**src/rtl/mips_pkg.sv**
```systemverilog
// Shared definitions for the 5-stage MIPS pipeline control logic.
//   - stall_state_e : encoding of the stall sequencer FSM
//   - pipe_ctrl_t   : bundle of pipeline-register enables and NOP loads
//   - REG_ZERO      : architectural $zero register number
//   - NOP_INSTR     : instruction word loaded by a flush or bubble
package mips_pkg;

    typedef enum logic [1:0] {
        StRun     = 2'd0,
        StMdBusy  = 2'd1,
        StMemWait = 2'd2
    } stall_state_e;

    localparam logic [4:0]  REG_ZERO  = 5'd0;
    localparam logic [31:0] NOP_INSTR = 32'h0000_0000;

    typedef struct packed {
        logic pc_write;
        logic ifid_write;
        logic idex_write;
        logic exmem_write;
        logic ifid_flush;
        logic idex_bubble;
        logic exmem_bubble;
        logic memwb_bubble;
    } pipe_ctrl_t;

    // Everything advances, nothing squashed.
    localparam pipe_ctrl_t CTRL_RUN        = 8'b1111_0000;
    // Reset value: nothing loads, nothing squashed.
    localparam pipe_ctrl_t CTRL_OFF        = 8'b0000_0000;
    // Multiply/divide occupies EX: hold front end, feed EX/MEM with NOPs.
    localparam pipe_ctrl_t CTRL_MD_FREEZE  = 8'b0001_0010;
    // Data memory stall: hold everything up to EX/MEM, feed MEM/WB with NOPs.
    localparam pipe_ctrl_t CTRL_MEM_FREEZE = 8'b0000_0001;
    // Load-use interlock: hold PC and IF/ID, insert a bubble into ID/EX.
    localparam pipe_ctrl_t CTRL_LOAD_USE   = 8'b0011_0100;
    // Taken branch: redirect PC, squash the two younger instructions.
    localparam pipe_ctrl_t CTRL_BRANCH     = 8'b1111_1100;
    // Jump: redirect PC, squash the instruction behind the jump.
    localparam pipe_ctrl_t CTRL_JUMP       = 8'b1111_1000;

endpackage

```
**src/rtl/hazard_detect.sv**
```systemverilog
// Load-use hazard comparator.
//   i_ex_memread  : instruction in EX is a load
//   i_ex_rt       : destination register of that load
//   i_id_rs/rt    : source registers of the instruction in ID
//   i_id_uses_rt  : ID instruction actually reads rt
//   o_load_use    : ID needs the load result before it can be forwarded
module hazard_detect
    import mips_pkg::*;
(
    input  logic       i_ex_memread,
    input  logic [4:0] i_ex_rt,
    input  logic [4:0] i_id_rs,
    input  logic [4:0] i_id_rt,
    input  logic       i_id_uses_rt,
    output logic       o_load_use
);

    logic w_rs_hit;
    logic w_rt_hit;

    assign w_rs_hit = (i_ex_rt == i_id_rs);
    assign w_rt_hit = i_id_uses_rt && (i_ex_rt == i_id_rt);

    // A load into $zero produces nothing to wait for.
    assign o_load_use = i_ex_memread && (i_ex_rt != REG_ZERO) && (w_rs_hit || w_rt_hit);

endmodule

```
**src/rtl/pipeline_stall_ctrl.sv**
```systemverilog
// Central hazard and stall sequencer for the 5-stage MIPS pipeline.
// Owns every pipeline-register enable and NOP load.
//   i_clk, i_rst            : clock (rising edge), asynchronous active-high reset
//   i_id_*                  : register usage / jump of the instruction in ID
//   i_ex_*                  : load, taken branch and multiply/divide status of EX
//   i_mem_req, i_mem_ready  : data memory handshake of the MEM stage
//   o_*_write               : pipeline-register load enables
//   o_ifid_flush, o_*_bubble: load a NOP into that register
//   o_md_done               : multiply/divide result valid this cycle
//   o_mem_err               : one-cycle pulse when a memory wait times out
//   o_stall_count           : saturating count of cycles with the PC frozen
module pipeline_stall_ctrl
    import mips_pkg::*;
#(
    parameter int unsigned MD_LATENCY  = 4,
    parameter int unsigned MEM_TIMEOUT = 16,
    parameter int unsigned CNT_W       = 16
) (
    input  logic             i_clk,
    input  logic             i_rst,
    input  logic [4:0]       i_id_rs,
    input  logic [4:0]       i_id_rt,
    input  logic             i_id_uses_rt,
    input  logic             i_id_jump,
    input  logic             i_ex_memread,
    input  logic [4:0]       i_ex_rt,
    input  logic             i_ex_branch_taken,
    input  logic             i_ex_md_start,
    input  logic             i_mem_req,
    input  logic             i_mem_ready,
    output logic             o_pc_write,
    output logic             o_ifid_write,
    output logic             o_idex_write,
    output logic             o_exmem_write,
    output logic             o_ifid_flush,
    output logic             o_idex_bubble,
    output logic             o_exmem_bubble,
    output logic             o_memwb_bubble,
    output logic             o_md_done,
    output logic             o_mem_err,
    output logic [CNT_W-1:0] o_stall_count
);

    // A single-cycle multiply/divide never stalls.
    localparam bit         MdStalls = (MD_LATENCY > 1);
    localparam logic [7:0] MdInit   = MdStalls ? 8'(MD_LATENCY - 2) : 8'd0;
    localparam logic [7:0] WaitLast = 8'(MEM_TIMEOUT - 1);

    stall_state_e     r_state;
    stall_state_e     w_state_d;
    logic [7:0]       r_md_cnt;
    logic [7:0]       w_md_cnt_d;
    logic [7:0]       r_wait_cnt;
    logic [7:0]       w_wait_cnt_d;
    logic [CNT_W-1:0] r_stall_count;

    logic             w_load_use;
    logic             w_memstall;
    logic             w_wait_last;
    pipe_ctrl_t       w_ctrl;
    logic             w_md_done;
    logic             w_mem_err;

    hazard_detect u_hazard_detect (
        .i_ex_memread (i_ex_memread),
        .i_ex_rt      (i_ex_rt),
        .i_id_rs      (i_id_rs),
        .i_id_rt      (i_id_rt),
        .i_id_uses_rt (i_id_uses_rt),
        .o_load_use   (w_load_use)
    );

    assign w_memstall  = i_mem_req && !i_mem_ready;
    assign w_wait_last = (r_wait_cnt == WaitLast);

    // State and counter registers.
    always_ff @(posedge i_clk or posedge i_rst) begin
        if (i_rst) begin
            r_state    <= StRun;
            r_md_cnt   <= 8'd0;
            r_wait_cnt <= 8'd0;
        end else begin
            r_state    <= w_state_d;
            r_md_cnt   <= w_md_cnt_d;
            r_wait_cnt <= w_wait_cnt_d;
        end
    end

    // Next-state logic.
    always_comb begin
        w_state_d    = r_state;
        w_md_cnt_d   = r_md_cnt;
        w_wait_cnt_d = r_wait_cnt;
        unique case (r_state)
            StRun: begin
                if (w_memstall) begin
                    w_wait_cnt_d = 8'd1;
                    w_state_d    = StMemWait;
                end else if (i_ex_md_start && MdStalls) begin
                    w_md_cnt_d = MdInit;
                    w_state_d  = StMdBusy;
                end
            end
            StMdBusy: begin
                if (r_md_cnt != 8'd0) begin
                    w_md_cnt_d = r_md_cnt - 8'd1;
                end else begin
                    w_state_d = StRun;
                end
            end
            StMemWait: begin
                if (i_mem_ready || w_wait_last) begin
                    w_wait_cnt_d = 8'd0;
                    w_state_d    = StRun;
                end else begin
                    w_wait_cnt_d = r_wait_cnt + 8'd1;
                end
            end
            default: begin
                w_state_d = StRun;
            end
        endcase
    end

    // Output logic.
    always_comb begin
        w_ctrl    = CTRL_RUN;
        w_md_done = 1'b0;
        w_mem_err = 1'b0;
        unique case (r_state)
            StRun: begin
                if (w_memstall) begin
                    w_ctrl = CTRL_MEM_FREEZE;
                end else if (i_ex_md_start) begin
                    if (MdStalls) begin
                        w_ctrl = CTRL_MD_FREEZE;
                    end else begin
                        w_md_done = 1'b1;
                    end
                end else if (i_ex_branch_taken) begin
                    w_ctrl = CTRL_BRANCH;
                end else if (i_id_jump) begin
                    w_ctrl = CTRL_JUMP;
                end else if (w_load_use) begin
                    w_ctrl = CTRL_LOAD_USE;
                end
            end
            StMdBusy: begin
                // Branch/jump/load-use stay frozen in ID/EX and are seen again in RUN;
                // MEM only holds bubbles here, so mem_req is ignored.
                if (r_md_cnt != 8'd0) begin
                    w_ctrl = CTRL_MD_FREEZE;
                end else begin
                    w_md_done = 1'b1;
                end
            end
            StMemWait: begin
                if (i_mem_ready) begin
                    w_ctrl = CTRL_RUN;
                end else if (w_wait_last) begin
                    w_mem_err = 1'b1;
                end else begin
                    w_ctrl = CTRL_MEM_FREEZE;
                end
            end
            default: begin
                w_ctrl = CTRL_RUN;
            end
        endcase
        // Reset overrides everything combinationally, so a stall is dropped at once.
        if (i_rst) begin
            w_ctrl    = CTRL_OFF;
            w_md_done = 1'b0;
            w_mem_err = 1'b0;
        end
    end

    // Performance counter of PC-frozen cycles.
    always_ff @(posedge i_clk or posedge i_rst) begin
        if (i_rst) begin
            r_stall_count <= '0;
        end else if (!w_ctrl.pc_write && (r_stall_count != {CNT_W{1'b1}})) begin
            r_stall_count <= r_stall_count + CNT_W'(1);
        end
    end

    assign o_pc_write     = w_ctrl.pc_write;
    assign o_ifid_write   = w_ctrl.ifid_write;
    assign o_idex_write   = w_ctrl.idex_write;
    assign o_exmem_write  = w_ctrl.exmem_write;
    assign o_ifid_flush   = w_ctrl.ifid_flush;
    assign o_idex_bubble  = w_ctrl.idex_bubble;
    assign o_exmem_bubble = w_ctrl.exmem_bubble;
    assign o_memwb_bubble = w_ctrl.memwb_bubble;
    assign o_md_done      = w_md_done;
    assign o_mem_err      = w_mem_err;
    assign o_stall_count  = r_stall_count;

endmodule

```
**config.mk**
```make
export PLATFORM = sky130hd
export DESIGN_NAME = pipeline_stall_ctrl
export DESIGN_NICKNAME = d
export VERILOG_FILES = /design/src/rtl/mips_pkg.sv /design/src/rtl/hazard_detect.sv /design/src/rtl/pipeline_stall_ctrl.sv
export SDC_FILE = /design/constraint.sdc
export NUM_CORES = 1
export LEC_CHECK = 0
export CORE_MARGIN = 10
export CORE_UTILIZATION = 50
export CTS_CLUSTER_DIAMETER = 200
export DETAILED_ROUTE_END_ITERATION = 10
export DONT_BUFFER_PORTS = 1
export GPL_TIMING_DRIVEN = 0
export PLACE_DENSITY_LB_ADDON = 0.2
export SLEW_MARGIN = 20
export SYNTH_ARGS = -nofsm -noshare
export SYNTH_HDL_FRONTEND = slang
export SYNTH_SLANG_ARGS = --single-unit
```
**constraint.sdc**
```tcl
create_clock -name i_clk -period 3.4 [get_ports i_clk]
set_input_delay 0.51 -clock i_clk [delete_from_list [all_inputs] [get_ports i_clk]]
set_output_delay 0.51 -clock i_clk [all_outputs]
set_load 0.01 [all_outputs]
```
=== Word level (Yosys, flattened, before mapping) ===
Index checks and enable logic that the tools add are counted.

* Bits of input ports: 24
* Flip-flop bits (word level): 34
* Output and inout bits: 26

* Equality and inequality tests: 13
* Muxes and demuxes: 29
* $add $sub $neg: 3
* Reductions and logical operators: 17

{| class="wikitable"
|+ Operator list
! kind !! count
|-
| $mux W8 || 14
|-
| $pmux W8 S2 || 2
|-
| $pmux W8 S3 || 1
|-
| $add A16 B1 Y16 const B || 1
|-
| $ne A16 B16 Y1 const B || 1
|-
| $ne A2 B2 Y1 const B || 6
|-
| $eq A5 B5 Y1 || 2
|-
| $add A8 B1 Y8 const B || 1
|-
| $eq A8 B4 Y1 const B || 1
|-
| $mux W2 || 4
|-
| $reduce_bool A8 Y1 || 1
|-
| $sub A8 B1 Y8 const B || 1
|-
| $mux W1 || 7
|-
| $pmux W2 S3 || 1
|-
| $logic_and A1 B1 Y1 || 5
|-
| $reduce_bool A5 Y1 || 1
|-
| $reduce_and A4 Y1 || 1
|-
| $reduce_bool A2 Y1 || 2
|-
| $ne A3 B3 Y1 const B || 1
|-
| $reduce_and A3 Y1 || 1
|-
| $eq A2 B1 Y1 const B || 1
|-
| $eq A2 B2 Y1 const B || 1
|-
| $logic_not A1 Y1 || 2
|-
| $logic_not A2 Y1 || 1
|-
| other kinds (2) || 3
|}

=== Longest topological paths before layout ===
Gate-level depths: netlist of the first run.

* Depth after elaboration: 13
* Mapped depth: 9
* Gate-level depth less buffers: 8

=== By module ===
A second synthesis of the first run with hierarchy kept.

* Cell total of the unflattened synthesis: 219
* Area total of the unflattened synthesis: 2039.5 µm²

{| class="wikitable"
|+ Modules (own cells, without submodules)
! module !! area an instance (µm²) !! cells each !! instances !! sequential area each (µm²)
|-
| pipeline_stall_ctrl || 1906.8 || 202 || 1 || 850.8
|-
| hazard_detect || 132.6 || 17 || 1 || 0.0
|}

=== Least setup slack after synthesis of the first run ===
OpenSTA, ideal clock, no wires.

* Path kind: register -> output
* Start: register r_wait_cnt[0]
* End: output port o_pc_write
* Arrival time: 2163 ps
* Stages on the path, launching flop included: 9
* Path slack: 727 ps
* Required time: 2890 ps
* Cells stage by stage: dfrtp_1 -> ha_1 -> or4b_4 -> o31ai_2 -> a211oi_1 -> a221o_1 -> buf_2 -> inv_1 -> buf_4

* Cells in the longest elaborated chain, start to end: 5

{| class="wikitable"
|+ RTL lines
! element !! line !! RTL
|-
| start: declaration || pipeline_stall_ctrl.sv:53 || <nowiki>logic [7:0] r_wait_cnt;</nowiki>
|-
| start signal: assignment || pipeline_stall_ctrl.sv:85 || <nowiki>r_wait_cnt <= w_wait_cnt_d;</nowiki>
|-
| $eq A8 B4 Y1 || pipeline_stall_ctrl.sv:74 || <nowiki>assign w_wait_last = (r_wait_cnt == WaitLast);</nowiki>
|-
| $mux W8 || pipeline_stall_ctrl.sv:160 || <nowiki>end else if (w_wait_last) begin</nowiki>
|-
| $mux W8 || pipeline_stall_ctrl.sv:158 || <nowiki>if (i_mem_ready) begin</nowiki>
|-
| $pmux W8 S3 || pipeline_stall_ctrl.sv:130 || <nowiki>unique case (r_state)</nowiki>
|-
| $mux W8 || pipeline_stall_ctrl.sv:171 || <nowiki>if (i_rst) begin</nowiki>
|-
| end: declaration || pipeline_stall_ctrl.sv:31 || <nowiki>output logic o_pc_write,</nowiki>
|}

Every way passes these cells.

=== Worst setup path in the final report of the first run ===
Ends and elaborated chain as after synthesis.

==> results of run 1 <==
## layer usage
layer	routed length, um	part of all wire [%]
met4	82	1.8
met1	1710	38
met3	473	11
met2	2230	50
met5	0	0
## critical path: cells and delay by family (launching register included)
family	cells	cell delay [ns]
AOI/OAI and AO/OA	3	0.85
adders and majority gates	1	0.21
buffers and inverters	3	0.52
DFF	1	0.43
and+or+nand+nor	1	0.48
## cells in the final DEF, fill, tap and decap left out, types with 2 or more instances in the layout
cell type,count
o21a_1,2
nor4b_2,2
nor4b_1,2
mux2_2,2
xor2_1,10
or2_2,2
nand3_1,12
nand3b_1,3
nand2_1,19
nor3_1,9
nor2b_1,4
nor2_1,22
or3_1,3
or4_1,2
clkbuf_8,5
ha_1,3
dfrtp_1,34
a21oi_1,4
and2_1,3
clkbuf_1,2
o21ai_0,5
and3_1,5
xnor2_1,23
nand2b_1,3
clkinv_2,2
inv_1,5
nand4_1,9
## flip-flops by register name, summed over array words and instances (netlist names)
signal	flops
o_stall_count	16
r_state	2
r_md_cnt	8
r_wait_cnt	8
## power groups by stage
stage	Sequential [mW]	Combinational (mW)	Clock, mW
2_1_floorplan	0.627	0.376	0
3_3_place_gp	0.655	0.434	0
3_5_place_dp	0.662	0.451	0
4_1_cts	0.655	0.456	0.285
5_1_grt	0.674	0.526	0.301
6_report	0.655	0.461	0.275
## kinds of logic after synthesis
group           count (synthesis)
simple gates                  104
flops                          34
xor+xnor                       33
compound gates                 20
buf+inv                        10
mux                             3
fa+ha+maj                       3
## metrics by stage
step | hold slack, ns | power, mW
5_1_grt | 0.273 | 1.50
2_1_floorplan | 0.446 | 1.00
3_3_place_gp | 0.484 | 1.09
6_report | 0.218 | 1.39
4_1_cts | 0.239 | 1.40
3_5_place_dp | 0.506 | 1.11
## cell type report
type | count | area [sq um] | share of cell area [%]
flip-flops and latches | 34 | 851 | 40.5
plain buffers | 4 | 20.0 | 0.954
clock inverters | 2 | 10.0 | 0.477
inverters | 6 | 22.5 | 1.07
clock buffers | 5 | 68.8 | 3.28
well taps | 48 | 60.1 | 2.86
multi-input cells | 163 | 1070 | 50.8
## path summary, 6_finish.rpt
check	cells past startpoint	startpoint	endpoint
min in group i_clk	1	i_mem_ready	r_state[1]$_DFFE_PP0P_
hold reg to reg	1	r_wait_cnt[7]$_DFFE_PP0P_	r_wait_cnt[7]$_DFFE_PP0P_
setup / recovery	8	r_wait_cnt[0]$_DFFE_PP0P_	o_pc_write
setup reg to reg	7	r_wait_cnt[0]$_DFFE_PP0P_	o_stall_count[1]$_DFFE_PP0P_
hold / removal	1	i_rst	r_md_cnt[1]$_DFFE_PP0P_
max in group asynchronous	1	i_rst	o_stall_count[0]$_DFFE_PP0P_
## what timing repair did
action | in CTS | in global routing
gates resized for setup | 0 | 2
hold buffers | 0 | 0
endpoints found under the hold margin | 0 | 0
setup endpoints to repair | 0 | 2
==> results.cfg, run 1 <==
[status]
status = finished, final reports clean

[cts]
clock_sink_count = 34
clock_latency_ns = 0.29
post-cts-setup-buffers = 0
cts_tree = yes
clk_pin_slew_ns = 0.06
clk_path_buf_depth = 2
htreeDepth = 2
cts_root_buffer = clkbuf_8
numCtsBuffers = 5

[synthesis]
synthAdderAreaFrac_pct = 1.93
async_reset_ff_share_pct = 100
synthTopCellsByCount = dfrtp_1, xnor2_1, nor2_1
syn_nets = 234
ys_seq_area_share_pct = 43.7
synth.mux.area_fraction_pct = 1.93
synth-seq-cells = 34
synth_ff_type = dfrtp_1
synth_simple_gate_area_share_pct = 28.3
netlist_top_cells_area = dfrtp_1, xnor2_1, xor2_1
synth_compound_area_share_pct = 7.07
netlist.area_leader.share_pct = 43.7
synth_largest_area_cell = dfrtp_1
yosysMostFrequentCell = dfrtp_1
postSynthAreaPerCell_sq_um = 9.40
synth_top_family_by_area = simple AND/OR/NAND/NOR gates
synth_warnings = 0
synth_area_sq_um = 1950
synth_edf_count = 0
syn_inst = 207
ys_types = 40
synth_xor_area_share_pct = 14.9

[global_routing]
grt-busiest-layer = met2
grt_pass1_vias = 1621
antenna_found_initial = 0
use_met1_pct = 14.5
overflow = 0
grt_max_degree = 37
grt_first_pass_wirelength_um = 7280
grt_use_met2_pct = 23.2
track_usage_pct = 13.7
grtUsageMet3_pct = 5.94

[sta]
worst_pin_slew_ns = 0.711
finalCritPeriodShare_pct = 97.0
period_needed_ns = 3.30
max_freq_ghz = 0.303
hold_viol_final = 0
grt_setup_unrepaired = false
fin_skew_ns = 0.00516
finalSetupViolations = 0
setup_tns_ns = 0
max_slew_margin_pct = 52.5
setup_ws_ns = 0.104
finalMaxSlewViolations = 0

[drt]
drt-pass1-iter-count = 4
wl_per_cell_um = 17.2
drt-initial-drc-count = 91
drc = 0
drtAntennaViolNets = 0
dr_total_vias = 1544
vias_per_cell = 5.89
routed_wl_um = 4500

[floorplan]
die_x_um = 82.4
die_h_um = 82.4
io_pins = 50
dieArea_sq_um = 6790
initial_utilization_pct = 52.4
floorplan.rows = 22
core-area_sq_um = 3720

[power_and_ir_drop]
peakVddDrop_mv = 0.231
powerDensity_nw_per_um2 = 663
p_int_mw = 0.854
seqPwrFrac_pct = 47.1
pwr-share-clk_pct = 19.8
p_sw_mw = 0.537
p_comb_share_pct = 33.1
leakagePower_nw = 0.866
p_sw_share_pct = 38.6

[worst_setup_path]
r2r_slack_ns = 0.83
required_ns = 2.89
critPathLaunchType = register
slowest_delay_ns = 0.48
critical_path_arrival_ns = 2.79
crit_chain = ha_1, or4b_4, o31ai_2, a211oi_1, a221o_2, buf_2, inv_1, buf_4
cp-end-kind = output port
crit_type = reg -> out
crit_fanout = 10
cp_slowest_cell = or4b_4

[placement]
post-place-ws_ns = 0.369
dp_hpwl_um = 3470
place_area_sq_um = 2010
place_congestion = 0.850
port_buffers = 0
place_inst = 255

[final_layout]
fin_area_sq_um = 2100
n_fill_cell = 340
area_growth_syn_to_layout_pct = 7.85
finalNetCount = 241
drive_gt1_share_pct = 9.81
antennaDiodeCount = 0
stdcell_count = 262
utilization_pct = 56.5

[worst_hold_path]
hold_class = in -> async

[run]
cap_viol_max_count = 0
(Power assumes the default switching activity.)
==> inputs of run 2 (changes only) <==
--- a/config.mk
+++ b/config.mk
@@ -5,6 +5,7 @@
 export SDC_FILE = /design/constraint.sdc
 export NUM_CORES = 1
 export LEC_CHECK = 0
+export CAP_MARGIN = 20
 export CORE_MARGIN = 10
 export CORE_UTILIZATION = 50
 export CTS_CLUSTER_DIAMETER = 200
@@ -12,6 +13,7 @@
 export DONT_BUFFER_PORTS = 1
 export GPL_TIMING_DRIVEN = 0
 export PLACE_DENSITY_LB_ADDON = 0.2
+export SKIP_CTS_REPAIR_TIMING = 1
 export SLEW_MARGIN = 20
 export SYNTH_ARGS = -nofsm -noshare
 export SYNTH_HDL_FRONTEND = slang
==> results of run 2 <==
The final DEF is identical to that of run 1; final timing and power are the same.
==> inputs of run 3 (changes only) <==
--- a/config.mk
+++ b/config.mk
@@ -12,7 +12,7 @@
 export DETAILED_ROUTE_END_ITERATION = 10
 export DONT_BUFFER_PORTS = 1
 export GPL_TIMING_DRIVEN = 0
-export PLACE_DENSITY_LB_ADDON = 0.2
+export PLACE_DENSITY = 0.68
 export SKIP_CTS_REPAIR_TIMING = 1
 export SLEW_MARGIN = 20
 export SYNTH_ARGS = -nofsm -noshare
==> results.cfg, run 3 (synthesis gave the netlist of run 1 again) <==
[status]
status = finished, final reports clean

[sta]
period_needed_ns = 3.25
finalCritPeriodShare_pct = 95.7
setup_tns_ns = 0
finalMaxSlewViolations = 0
grt_setup_unrepaired = false
max_slew_margin_pct = 52.9
max_freq_ghz = 0.307
holdWs_ns = 0.216
finalSetupViolations = 0
hold_viol_final = 0
worst_pin_slew_ns = 0.705
fin_skew_ns = 0.00488

[final_layout]
largest_reg_flops = 16
n_fill_cell = 357
utilization_pct = 56.9
final_cell_mix = dfrtp_1, xnor2_1, nor2_1, nand2_1, nand3_1
drive_gt1_share_pct = 9.77
fin_area_sq_um = 2110
area_growth_syn_to_layout_pct = 8.62
antennaDiodeCount = 0
mostFrequentLayoutCell = dfrtp_1
stdcell_count = 263
finalNetCount = 241

[drt]
vias_per_cell = 5.79
dr_total_vias = 1523
drt-pass1-iter-count = 4
drt-initial-drc-count = 130
drtAntennaViolNets = 0
routed_wl_um = 4420
drc = 0
wl_per_cell_um = 16.8

[power_and_ir_drop]
peakVddDrop_mv = 0.288
leakagePower_nw = 0.870
powerDensity_nw_per_um2 = 675

[global_routing]
grtUsageMet3_pct = 5.94
antenna_found_initial = 0
use_met1_pct = 15.8
grt_max_degree = 37
grt_first_pass_wirelength_um = 7310
track_usage_pct = 13.4
grt-busiest-layer = met2
overflow = 0
grt_pass1_vias = 1544
grt_use_met2_pct = 21.6

[worst_setup_path]
cp-end-kind = output port
r2r_slack_ns = 0.85
critical_path_arrival_ns = 2.74
required_ns = 2.89
crit_fanout = 10
crit_type = reg -> out
critPathLaunchType = register

[floorplan]
dieArea_sq_um = 6790
io_pins = 50
die_x_um = 82.4
initial_utilization_pct = 52.4
floorplan.rows = 22
die_h_um = 82.4
core-area_sq_um = 3720

[placement]
port_buffers = 0
place_congestion = 0.841
dp_hpwl_um = 3370
place_inst = 255
place_area_sq_um = 2010

[cts]
numCtsBuffers = 5
clk_path_buf_depth = 2
cts_root_buffer = clkbuf_8
cts_tree = yes
htreeDepth = 2
clock_latency_ns = 0.29
clock_sink_count = 34
clk_pin_slew_ns = 0.07

[run]
cap_viol_max_count = 0

[worst_hold_path]
hold_class = in -> async
[run 3: cell count changes in the layout (fill, tap and decap cells not counted), sizes merged]
cell      delta
clkinvlp     +1
clkinv       -1
clkbuf       +1
[run 3: power by group]
part | leakage, nW | switching (mW) | internal [mW] | total, mW
clock network | 0.0472 | 0.153 | 0.163 | 0.316
logic | 0.377 | 0.244 | 0.206 | 0.450
registers | 0.445 | 0.151 | 0.509 | 0.660
[run 3: worst paths after layout]
check / start / to / depth (start not counted)
worst min-delay path: i_rst / r_state[0]$_DFFE_PP0P_ / 1
worst max-delay path: r_wait_cnt[0]$_DFFE_PP0P_ / o_pc_write / 8
min in group i_clk: i_mem_ready / r_state[1]$_DFFE_PP0P_ / 1
max in group asynchronous: i_rst / o_stall_count[2]$_DFFE_PP0P_ / 1
worst max register to register: r_wait_cnt[0]$_DFFE_PP0P_ / o_stall_count[1]$_DFFE_PP0P_ / 7
worst min register to register: r_wait_cnt[7]$_DFFE_PP0P_ / r_wait_cnt[7]$_DFFE_PP0P_ / 1
[run 3: final cells by class]
cell class / instances / area, sq um / area share, %
plain buffers: 4 / 20.0 / 0.947
clock buffers: 6 / 82.6 / 3.91
inverters: 6 / 22.5 / 1.07
well taps: 48 / 60.1 / 2.84
multi-input cells: 163 / 1060 / 50.4
clock inverters: 2 / 12.5 / 0.592
flip-flops and latches: 34 / 851 / 40.3
[run 3: through the flow]
step / power [mW] / setup WS, ns
2_1_floorplan: 1.00 / 0.727
3_3_place_gp: 1.09 / 0.455
3_5_place_dp: 1.11 / 0.442
4_1_cts: 1.43 / 0.121
5_1_grt: 1.53 / 0.0145
6_report: 1.43 / 0.146
[run 3: worst max-delay path: stages, from the launching register on]
cell and delay (ns):
dfrtp_1 0.44, ha_1 0.21, or4b_4 0.48, o31ai_2 0.25, a211oi_1 0.11, a221o_1 0.45
buf_2 0.23, inv_1 0.14, buf_4 0.14
[run 3: layer usage]
metal  vias up  wire length (um)
met5         -                 0
met4         0                46
met3         6               388
met2        48              2180
met1       734              1800
li1        735                 -
